## config.mk

```make
export PLATFORM = sky130hd
export DESIGN_NAME = jump_target_arbiter
export DESIGN_NICKNAME = d
export VERILOG_FILES = /design/src/rtl/jump_pkg.sv /design/src/rtl/target_adder.sv /design/src/rtl/jump_target_arbiter.sv
export SDC_FILE = /design/constraint.sdc
export NUM_CORES = 1
export LEC_CHECK = 0
export CORE_MARGIN = 3
export CORE_UTILIZATION = 40
export CTS_CLUSTER_DIAMETER = 80
export CTS_CLUSTER_SIZE = 30
export DETAILED_ROUTE_END_ITERATION = 6
export HOLD_SLACK_MARGIN = 0.1
export PLACE_DENSITY = 0.8
export SLEW_MARGIN = 25
export SYNTH_ARGS = -nofsm -noshare
export SYNTH_HDL_FRONTEND = slang
export SYNTH_SLANG_ARGS = --single-unit
```

## constraint.sdc

```tcl
create_clock -name clk -period 2.75 [get_ports clk]
set_clock_uncertainty 0.15 [all_clocks]
set_input_delay 0.55 -clock clk [delete_from_list [all_inputs] [get_ports clk]]
set_output_delay 0.55 -clock clk [all_outputs]
set_load 0.1 [all_outputs]
```

## src/rtl/jump_pkg.sv

```systemverilog
// Shared definitions for the jump-target arbiter: datapath width, FSM state
// encoding and requester indices.
package jump_pkg;

   localparam int unsigned WORD_SIZE = 32;

   typedef enum logic [1:0] {
      S_IDLE = 2'd0,
      S_CALC = 2'd1,
      S_DONE = 2'd2
   } state_e;

   localparam logic REQ_BRANCH = 1'b0;
   localparam logic REQ_JUMP   = 1'b1;

endpackage

```

## src/rtl/target_adder.sv

```systemverilog
// Combinational jump-target adder: target = pc + offset, modulo 2^word_size.
module target_adder
   import jump_pkg::*;
#(
   parameter int unsigned word_size = WORD_SIZE
) (
   input  logic [word_size-1:0] pc,
   input  logic [word_size-1:0] offset,
   output logic [word_size-1:0] target
);

   // Carry out is deliberately discarded.
   assign target = pc + offset;

endmodule

```

## src/rtl/jump_target_arbiter.sv

```systemverilog
// Round-robin arbiter sharing one jump-target adder between the branch and
// jump paths; IDLE -> CALC -> DONE sequence with a four-phase release.
module jump_target_arbiter
   import jump_pkg::*;
#(
   parameter int unsigned word_size = WORD_SIZE
) (
   input  logic                 clk,
   input  logic                 rst_n,
   input  logic                 req0,
   input  logic [word_size-1:0] pc0,
   input  logic [word_size-1:0] offset0,
   input  logic                 req1,
   input  logic [word_size-1:0] pc1,
   input  logic [word_size-1:0] offset1,
   output logic                 grant0,
   output logic                 grant1,
   output logic                 done0,
   output logic                 done1,
   output logic [word_size-1:0] jump_target,
   output logic                 misaligned,
   output logic                 busy
);

   state_e               state_q, state_d;
   logic                 last_winner_q, last_winner_d;
   logic                 sel_q, sel_d;
   logic [word_size-1:0] op_pc_q, op_pc_d;
   logic [word_size-1:0] op_off_q, op_off_d;
   logic [word_size-1:0] target_q, target_d;
   logic                 misaligned_q, misaligned_d;
   logic                 grant0_q, grant0_d;
   logic                 grant1_q, grant1_d;
   logic                 done0_q, done0_d;
   logic                 done1_q, done1_d;
   logic                 busy_q, busy_d;

   logic [word_size-1:0] sum;
   logic                 winner;
   logic                 sel_req;

   target_adder #(.word_size(word_size)) u_adder (
      .pc     (op_pc_q),
      .offset (op_off_q),
      .target (sum)
   );

   // On a tie the requester that did not win last time is served.
   assign winner  = (req0 && req1) ? ~last_winner_q : req1;
   assign sel_req = (sel_q == REQ_JUMP) ? req1 : req0;

   always_comb begin
      state_d       = state_q;
      last_winner_d = last_winner_q;
      sel_d         = sel_q;
      op_pc_d       = op_pc_q;
      op_off_d      = op_off_q;
      target_d      = target_q;
      misaligned_d  = misaligned_q;
      grant0_d      = grant0_q;
      grant1_d      = grant1_q;
      done0_d       = done0_q;
      done1_d       = done1_q;
      busy_d        = busy_q;

      case (state_q)
         S_IDLE: begin
            if (req0 || req1) begin
               sel_d         = winner;
               last_winner_d = winner;
               op_pc_d       = (winner == REQ_JUMP) ? pc1 : pc0;
               op_off_d      = (winner == REQ_JUMP) ? offset1 : offset0;
               grant0_d      = (winner == REQ_BRANCH);
               grant1_d      = (winner == REQ_JUMP);
               busy_d        = 1'b1;
               state_d       = S_CALC;
            end
         end
         S_CALC: begin
            target_d     = sum;
            misaligned_d = |sum[1:0];
            done0_d      = (sel_q == REQ_BRANCH);
            done1_d      = (sel_q == REQ_JUMP);
            state_d      = S_DONE;
         end
         S_DONE: begin
            if (!sel_req) begin
               grant0_d = 1'b0;
               grant1_d = 1'b0;
               done0_d  = 1'b0;
               done1_d  = 1'b0;
               busy_d   = 1'b0;
               state_d  = S_IDLE;
            end
         end
         default: begin
            grant0_d = 1'b0;
            grant1_d = 1'b0;
            done0_d  = 1'b0;
            done1_d  = 1'b0;
            busy_d   = 1'b0;
            state_d  = S_IDLE;
         end
      endcase
   end

   always_ff @(posedge clk or negedge rst_n) begin
      if (!rst_n) begin
         state_q       <= S_IDLE;
         last_winner_q <= REQ_JUMP;
         sel_q         <= REQ_BRANCH;
         op_pc_q       <= '0;
         op_off_q      <= '0;
         target_q      <= '0;
         misaligned_q  <= 1'b0;
         grant0_q      <= 1'b0;
         grant1_q      <= 1'b0;
         done0_q       <= 1'b0;
         done1_q       <= 1'b0;
         busy_q        <= 1'b0;
      end else begin
         state_q       <= state_d;
         last_winner_q <= last_winner_d;
         sel_q         <= sel_d;
         op_pc_q       <= op_pc_d;
         op_off_q      <= op_off_d;
         target_q      <= target_d;
         misaligned_q  <= misaligned_d;
         grant0_q      <= grant0_d;
         grant1_q      <= grant1_d;
         done0_q       <= done0_d;
         done1_q       <= done1_d;
         busy_q        <= busy_d;
      end
   end

   assign grant0      = grant0_q;
   assign grant1      = grant1_q;
   assign done0       = done0_q;
   assign done1       = done1_q;
   assign jump_target = target_q;
   assign misaligned  = misaligned_q;
   assign busy        = busy_q;

endmodule

```

[Yosys cells after proc, flatten, opt, wreduce, memory -nomap -nowiden]
Index checks and enable logic that the tools add are counted.
Storage, ports and cells
  logic and storage cells: 46
  register bits: 106
  input port bits: 132
  output and inout bits: 38
Cells by class
  add/sub/neg operators: 1
  reductions and logical operators: 8
  equality and inequality tests: 4
  multiplexer cells: 16
  bitwise gates (word level): 5
Operators with widths (count)
  $mux W32: 2
  $add A32 B32 Y32: 1
  $pmux W1 S3: 5
  $mux W1: 6
  $pmux W2 S3: 1
  $reduce_and A2 Y1: 3
  $not A1 Y1: 5
  $mux W2: 2
  $ne A2 B2 Y1 const B: 2
  $reduce_and A3 Y1: 1
  $eq A2 B1 Y1 const B: 1
  $eq A2 B2 Y1 const B: 1
  $logic_not A2 Y1: 1
  $reduce_or A2 Y1: 1
  $logic_and A1 B1 Y1: 1
  $logic_or A1 B1 Y1: 1

[Logic depth before layout (Yosys ltp)]
Gate-level depths: netlist of the first run.
  depth in word-level cells: 5
  gate-level depth with buffers: 10
  depth with buffers taken out: 10

[Modules after synthesis]
Synthesis of the first run repeated with hierarchy kept, for this count alone.
Second synthesis, totals
  cells, all modules: 708
  area total of the unflattened synthesis: 6648.9 sq um
Modules (own cells, without submodules)
  jump_target_arbiter: instances 1, area an instance 4936.0 sq um, sequential area each 2653.8 sq um, cells an instance 472
  target_adder: instances 1, area an instance 1712.9 sq um, sequential area each 0.0 sq um, cells an instance 236

[Worst setup path after synthesis of the first run]
OpenSTA, ideal clock, no wires.
  kind: flip-flop to flip-flop
  from: register op_pc_q[0]
  to: register target_q[28], in the netlist jump_target[28]
  library setup time: 131 ps
  clock period less this slack: 2945 ps
  path buffers: 0
  path slack: -195 ps
  cell stages (with the launch flop): 11
  data arrival time: 2664 ps
  data required time: 2469 ps
  cell sequence: dfrtp_1 ha_1 fa_1 a21oi_4 o22ai_2 a311oi_2 a21oi_2 a221oi_2 o41ai_2 nor4b_1 or3_1
On the way
  longest elaborated chain between the ends: 1
Ends and longest elaborated chain
  from (decl): line jump_target_arbiter.sv:28  | logic [word_size-1:0] op_pc_q, op_pc_d;
  from (signal assigned): line jump_target_arbiter.sv:125  | op_pc_q <= op_pc_d;
  $add A32 B32 Y32: line target_adder.sv:13  | assign target = pc + offset;
  to (signal assigned): line jump_target_arbiter.sv:127  | target_q <= target_d;
  to (decl): line jump_target_arbiter.sv:30  | logic [word_size-1:0] target_q, target_d;
No other way between the ends.
A chain may end at the register's enable or synchronous reset.

[Worst setup path in the final report of the first run]
Ends and elaborated chain as after synthesis.

==> impl_metrics.ini, run 1 <==
[floorplanning]
dieArea_um2 = 16800
fp.dieH_um = 130
io-pin-count = 170
die_w_um = 130
rows = 44
core_area_um2 = 14800
start_util = 0.415

[worst_setup_path]
r2r_cells = 10
crit_path_end = jump_target[28]$_DFFE_PN0P_
reg2reg_setup_slack_ns = -0.14
cp.required_ns = 2.82
cp-end-kind = flop
critical_path.startpoint_type = flop
r2r-end = jump_target[28]$_DFFE_PN0P_
crit_type = reg2reg
cp_max_fo = 3
r2r-start = op_pc_q[0]$_DFFE_PN0P_
crit_arrival_ns = 2.96
crit_path_start = op_pc_q[0]$_DFFE_PN0P_

[routing]
drt_iter0_drc = 328
totalWireLength_um = 16200
postRouteAntennaNets = 0
dr_total_vias = 5437
first_pass_iters = 4
wl_per_cell_um = 15.5
viasPerCell = 5.22
drc_errors = 0

[placed_design]
placedCellCount = 1011
io_buffer_count = 169
place_congestion = 0.891
hpwl_um = 12100
post-place-ws_ns = -0.271
dpl_cell_area_um2 = 8040

[global_routing]
grt_pass1_wl_um = 25800
grt_max_degree = 59
grt_pass1_vias = 5361
antenna_found_initial = 0
grt_remaining_overflow = 0
grt_use_total = 0.190

[sta]
rsz0062_at_grt = true
slew_viol_final = 0
worstMarginPinSlew_ns = 0.648
setup_viol = 3
slew_headroom = 0.562
hold_viol = 0
layout_setup_ws_ns = -0.137
period_minus_slack_ns = 2.89
fin_tns_setup_ns = -0.299
fin_crit_sh = 1.05
fmax_mhz = 346

[min_path]
hp-start = jump_target[14]$_DFFE_PN0P_
hold_path_class = reg2reg

[synthesis]
syn_nets = 831
yosysWarnings = 0
synthCells = 667
synthesis.area_um2 = 6130
synth_most_common_cell = nand2_1
synth_edf_count = 0
synth_seq_area_share = 0.433
async_flop_share = 1.00
synth_top_area_cell = dfrtp_1
synth_cell_types = 56
avgSynthCellArea_um2 = 9.19
synth_top_area_frac = 0.429
synthFlopType = dfrtp_1
synthTopCellsByArea = dfrtp_1 43%, mux2i_1 8.7%, o21ai_0 7.8%, nand2_1 7.5%, ha_1 6.3%
ys_ff_latch = 106
synth_commonest_cells = 123 x nand2_1, 105 x dfrtp_1, 95 x o21ai_0, 55 x nor2_1, 53 x mux2i_1

[job]
cap_violations = 0

[clock_tree]
cts_max_level = 3
clk_pin_slew_ns = 0.07
numCtsBuffers = 9
clk_latency_ns = 0.34
cts_tree = yes
clockBufferDepth = 2
cts_root_buf = clkbuf_16
cts_num_sinks = 106

[finish]
finalInstanceArea_um2 = 8650
drive_above_1_share = 0.154
n_antenna_cell = 0
area_growth_syn_to_layout_pct = 41.1
fin_cells = 1042
fin_nets = 1017

[status]
violations = negative setup slack
outcome = finished with violations
-- logic make-up (layout without fill, tap and decap cells) --
kind of cell,Yosys count,after routing,synth area share
compound gates,188,188,0.192
xor+xnor,28,28,0.0400
fa+ha+maj,32,32,0.0665
buf+inv,47,238,0.0382
flops,106,106,0.433
mux,54,54,0.0884
simple gates,212,212,0.142
-- timing repair --
item | 4_1_cts | 5_1_grt
gates resized for setup | 15 | 20
cloned | 0 | 0
endpoints found under the setup margin | 10 | 15
setup buffers | 8 | 7
hold buffers | 1 | 0
hold endpoints to repair | 33 | 0
pin swaps | 10 | 19
-- state kept, by name (all words and copies together) (netlist names) --
name / flops
done0: 1
misaligned: 1
grant1: 1
busy: 1
last_winner_q: 1
jump_target: 32
op_off_q: 32
grant0: 1
state_q: 2
sel_q: 1
op_pc_q: 32
done1: 1
-- how the worst min path moves through the flow --
| stage | end | slack, ns | cells past startpoint |
|---|---|---|---|
| CTS | grant1$_DFFE_PN0P_ | 0.33 | 2 |
| floorplan | busy$_DFFE_PN0P_ | 0.10 | 0 |
| global route | jump_target[3]$_DFFE_PN0P_ | 0.36 | 2 |
| detailed placement | grant1$_DFFE_PN0P_ | 0.31 | 2 |
| finish | jump_target[14]$_DFFE_PN0P_ | 0.33 | 2 |
| global placement | misaligned$_DFFE_PN0P_ | 0.31 | 2 |
-- routing by layer --
metal	up-vias	GRT usage	share of wire
met5	-	0	0
met4	0	0.0581	0.021
met3	26	0.0282	0.050
met2	178	0.305	0.47
met1	2519	0.266	0.46
li1	2714	-	-
-- critical path, stage by stage (launching register included) --
cell      delay [ns]
dfrtp_1         0.39
ha_2            0.21
fa_2            0.37
a21oi_4         0.20
o22ai_4         0.12
a311oi_4        0.27
a21oi_2         0.12
a221oi_2        0.31
o41ai_2         0.11
nor4b_1         0.17
or3_1           0.35
-- metrics by stage --
| stage | utilization | hold WS [ns] |
|---|---|---|
| 2_1_floorplan | - | 0.104 |
| 3_3_place_gp | 0.545 | 0.309 |
| 3_5_place_dp | 0.545 | 0.314 |
| 4_1_cts | 0.575 | 0.332 |
| 5_1_grt | 0.586 | 0.357 |
| 6_report | 0.586 | 0.331 |
-- cell usage in the layout (no fill, tap or decap), types with 3 or more instances in the layout --
cell and count:
nor2_1 55, o21a_1 3, nand4_1 6, o31ai_1 3, xor2_1 14, nand2_1 123, nand2b_1 3, o21ai_1 3
o21ai_4 3, o211ai_1 7, ha_4 5, ha_1 25, o22ai_1 16, xnor2_1 12, nor2b_1 6, nand3_1 5
buf_12 3, dfrtp_1 103, o21ai_0 91, buf_4 78, a21o_1 9, nor3_1 4, a21oi_1 23, clkbuf_16 9
inv_1 9, clkdlybuf4s50_1 130, mux2i_1 53
-- layout make-up --
class / count / area (µm²)
Multi-Input combinational cell: 514 / 3470
Clock inverter: 6 / 67.6
Sequential cell: 106 / 2660
Inverter: 10 / 37.5
Fill cell: 1264 / 6110
Timing Repair Buffer: 212 / 1960
Tap cell: 184 / 230
Clock buffer: 10 / 229
Power of run 1 is not shown: default switching activity piles up to over one toggle a cycle in this logic, so the estimate is an artifact.
==> run 2, diff against run 1 <==
--- a/config.mk
+++ b/config.mk
@@ -12,7 +12,7 @@
 export DETAILED_ROUTE_END_ITERATION = 6
 export HOLD_SLACK_MARGIN = 0.1
 export PLACE_DENSITY = 0.8
-export SLEW_MARGIN = 25
+export SLEW_MARGIN = 5
 export SYNTH_ARGS = -nofsm -noshare
 export SYNTH_HDL_FRONTEND = slang
 export SYNTH_SLANG_ARGS = --single-unit
==> results of run 2 <==
Final layout, timing and power as in run 1 (identical DEF).
Power of run 2 is left out for the same reason.
==> run 3, diff against run 2 <==
--- a/config.mk
+++ b/config.mk
@@ -8,7 +8,6 @@
 export CORE_MARGIN = 3
 export CORE_UTILIZATION = 40
 export CTS_CLUSTER_DIAMETER = 80
-export CTS_CLUSTER_SIZE = 30
 export DETAILED_ROUTE_END_ITERATION = 6
 export HOLD_SLACK_MARGIN = 0.1
 export PLACE_DENSITY = 0.8
==> constraint.sdc (replaced) <==
create_clock -name clk -period 2.35 [get_ports clk]
set_clock_uncertainty 0.15 [all_clocks]
set_input_delay 0.47 -clock clk [delete_from_list [all_inputs] [get_ports clk]]
set_output_delay 0.47 -clock clk [all_outputs]
set_load 0.1 [all_outputs]
==> run 3 against run 2 <==
Compared with the run above: the flow still finishes with violations (negative setup slack); critical path depth did not move; die area did not move; non-clock buffer count rose by 50; final cell count rose by 4.8%; first-iteration DRC count fell by 9.1%; global-route usage rose by 1.5 points; fmax rose by 1.9%; worst setup slack got worse by 0.35 ns; via count rose by 3.5%; sequential cell count did not move; critical path type unchanged; critical endpoint unchanged.
==> impl_metrics.ini, run 3 (synthesized netlist as in run 1, its figures left out) <==
[finish]
layout_commonest_cell = clkdlybuf4s50_1
area_growth_syn_to_layout_pct = 48.0
fillerInstances = 1264
n_antenna_cell = 0
drive_above_1_share = 0.202
fin_nets = 1067
final_cell_mix = 130 x clkdlybuf4s50_1, 123 x nand2_1, 121 x buf_4, 105 x dfrtp_1, 83 x o21ai_0

[floorplanning]
fp.dieH_um = 130
start_util = 0.415
io-pin-count = 170
core_area_um2 = 14800
dieArea_um2 = 16800
die_w_um = 130
rows = 44

[global_routing]
grt_remaining_overflow = 0
grt_max_degree = 99
grt_pass1_wl_um = 27200
grt_use_total = 0.205
grt_pass1_vias = 5511
antenna_found_initial = 0

[worst_setup_path]
cp.required_ns = 2.44
critical_path.startpoint_type = flop
r2r-end = jump_target[28]$_DFFE_PN0P_
cp-end-kind = flop
r2r_cells = 10
crit_type = reg2reg
critPathMaxStageDelay_ns = 0.39
reg2reg_setup_slack_ns = -0.48
crit_arrival_ns = 2.93
cp_slowest_cell = dfrtp_1
crit_path_start = op_off_q[0]$_DFFE_PN0P_
path_cells = ha_2 > fa_2 > a21oi_4 > o22ai_2 > a311oi_2 > a21oi_2 > a221oi_2 > o41ai_2 > nor4b_1 > or3_1
r2r-start = op_off_q[0]$_DFFE_PN0P_
crit_path_end = jump_target[28]$_DFFE_PN0P_
cp_max_fo = 2

[sta]
hold_viol = 0
layout_setup_ws_ns = -0.484
fmax_mhz = 353
rsz0062_at_grt = true
period_minus_slack_ns = 2.83
worstMarginPinSlew_ns = 0.570
slew_viol_final = 0
slew_headroom = 0.620
fin_crit_sh = 1.21
setup_viol = 17

[placed_design]
place_congestion = 0.949
post-place-ws_ns = -0.483
io_buffer_count = 169
hpwl_um = 13400

[routing]
top_layer = met4
met1_length_um = 7580
dr_total_vias = 5629
drc_errors = 0
drt_iter0_drc = 298
viasPerCell = 5.15
wl_per_cell_um = 16.0
wl_met2_um = 8770
postRouteAntennaNets = 0
met3_length_um = 728
first_pass_iters = 6
totalWireLength_um = 17400

[clock_tree]
clockBufferDepth = 2
cts_max_level = 3
clk_pin_slew_ns = 0.07
clk_latency_ns = 0.36
numCtsBuffers = 9
cts_root_buf = clkbuf_16
cts_tree = yes
cts_num_sinks = 106

[status]
violations = negative setup slack
outcome = finished with violations

[job]
cap_violations = 0

[min_path]
hp-start = misaligned$_DFFE_PN0P_
hold_path_class = reg2reg
run 3: worst min path at each step:
stage,endpoint,slack [ns],depth (start not counted)
after floorplan,busy$_DFFE_PN0P_,0.02,0
after global placement,grant0$_DFFE_PN0P_,0.29,1
after detailed placement,grant0$_DFFE_PN0P_,0.29,1
after CTS,misaligned$_DFFE_PN0P_,0.33,2
after global routing,misaligned$_DFFE_PN0P_,0.36,2
final,misaligned$_DFFE_PN0P_,0.33,2
run 3: layout make-up:
type / instances / area, µm² / share of cell area
multi-input cells: 514 / 3450 / 0.380
clock buffers: 9 / 225 / 0.0248
well taps: 184 / 230 / 0.0254
repair buffers: 262 / 2400 / 0.265
clock inverters: 7 / 78.8 / 0.00869
inverters: 10 / 37.5 / 0.00414
flip-flops and latches: 106 / 2650 / 0.292
run 3: per-stage QoR:
stage / util / setup TNS, ns / cells / instance area (µm²) / hold WS (ns)
3_3_place_gp: 0.579 / -4.00 / 1066 / 8540 / 0.290
3_5_place_dp: 0.579 / -4.84 / 1066 / 8540 / 0.294
5_1_grt: 0.615 / -7.13 / 1092 / 9070 / 0.358
2_1_floorplan: - / -0.952 / 667 / 6170 / 0.0244
4_1_cts: 0.609 / -4.79 / 1089 / 8990 / 0.332
6_report: 0.615 / -4.86 / 1092 / 9070 / 0.329
run 3: what timing repair did:
item / 4_1_cts / 5_1_grt
pin swaps: 12 / 6
buffers inserted: 6 / 3
hold endpoints to repair: 29 / 0
hold buffers: 1 / 0
setup endpoints to repair: 19 / 22
resized for setup: 20 / 11
run 3: per-layer routing:
layer	global-route usage	up-vias
met3	0.0381	27
met1	0.270	2656
li1	-	2825
met2	0.342	121
met5	0	-
met4	0.0648	0
run 3: worst max-delay path, delay by kind of cell, from the launching register on:
| family | cells | cell delay (ns) |
|---|---|---|
| adders and majority gates | 2 | 0.59 |
| AOI/OAI and AO/OA | 6 | 1.09 |
| and+or+nand+nor | 2 | 0.51 |
| DFF | 1 | 0.39 |
Power of run 3 is left out for the same reason.
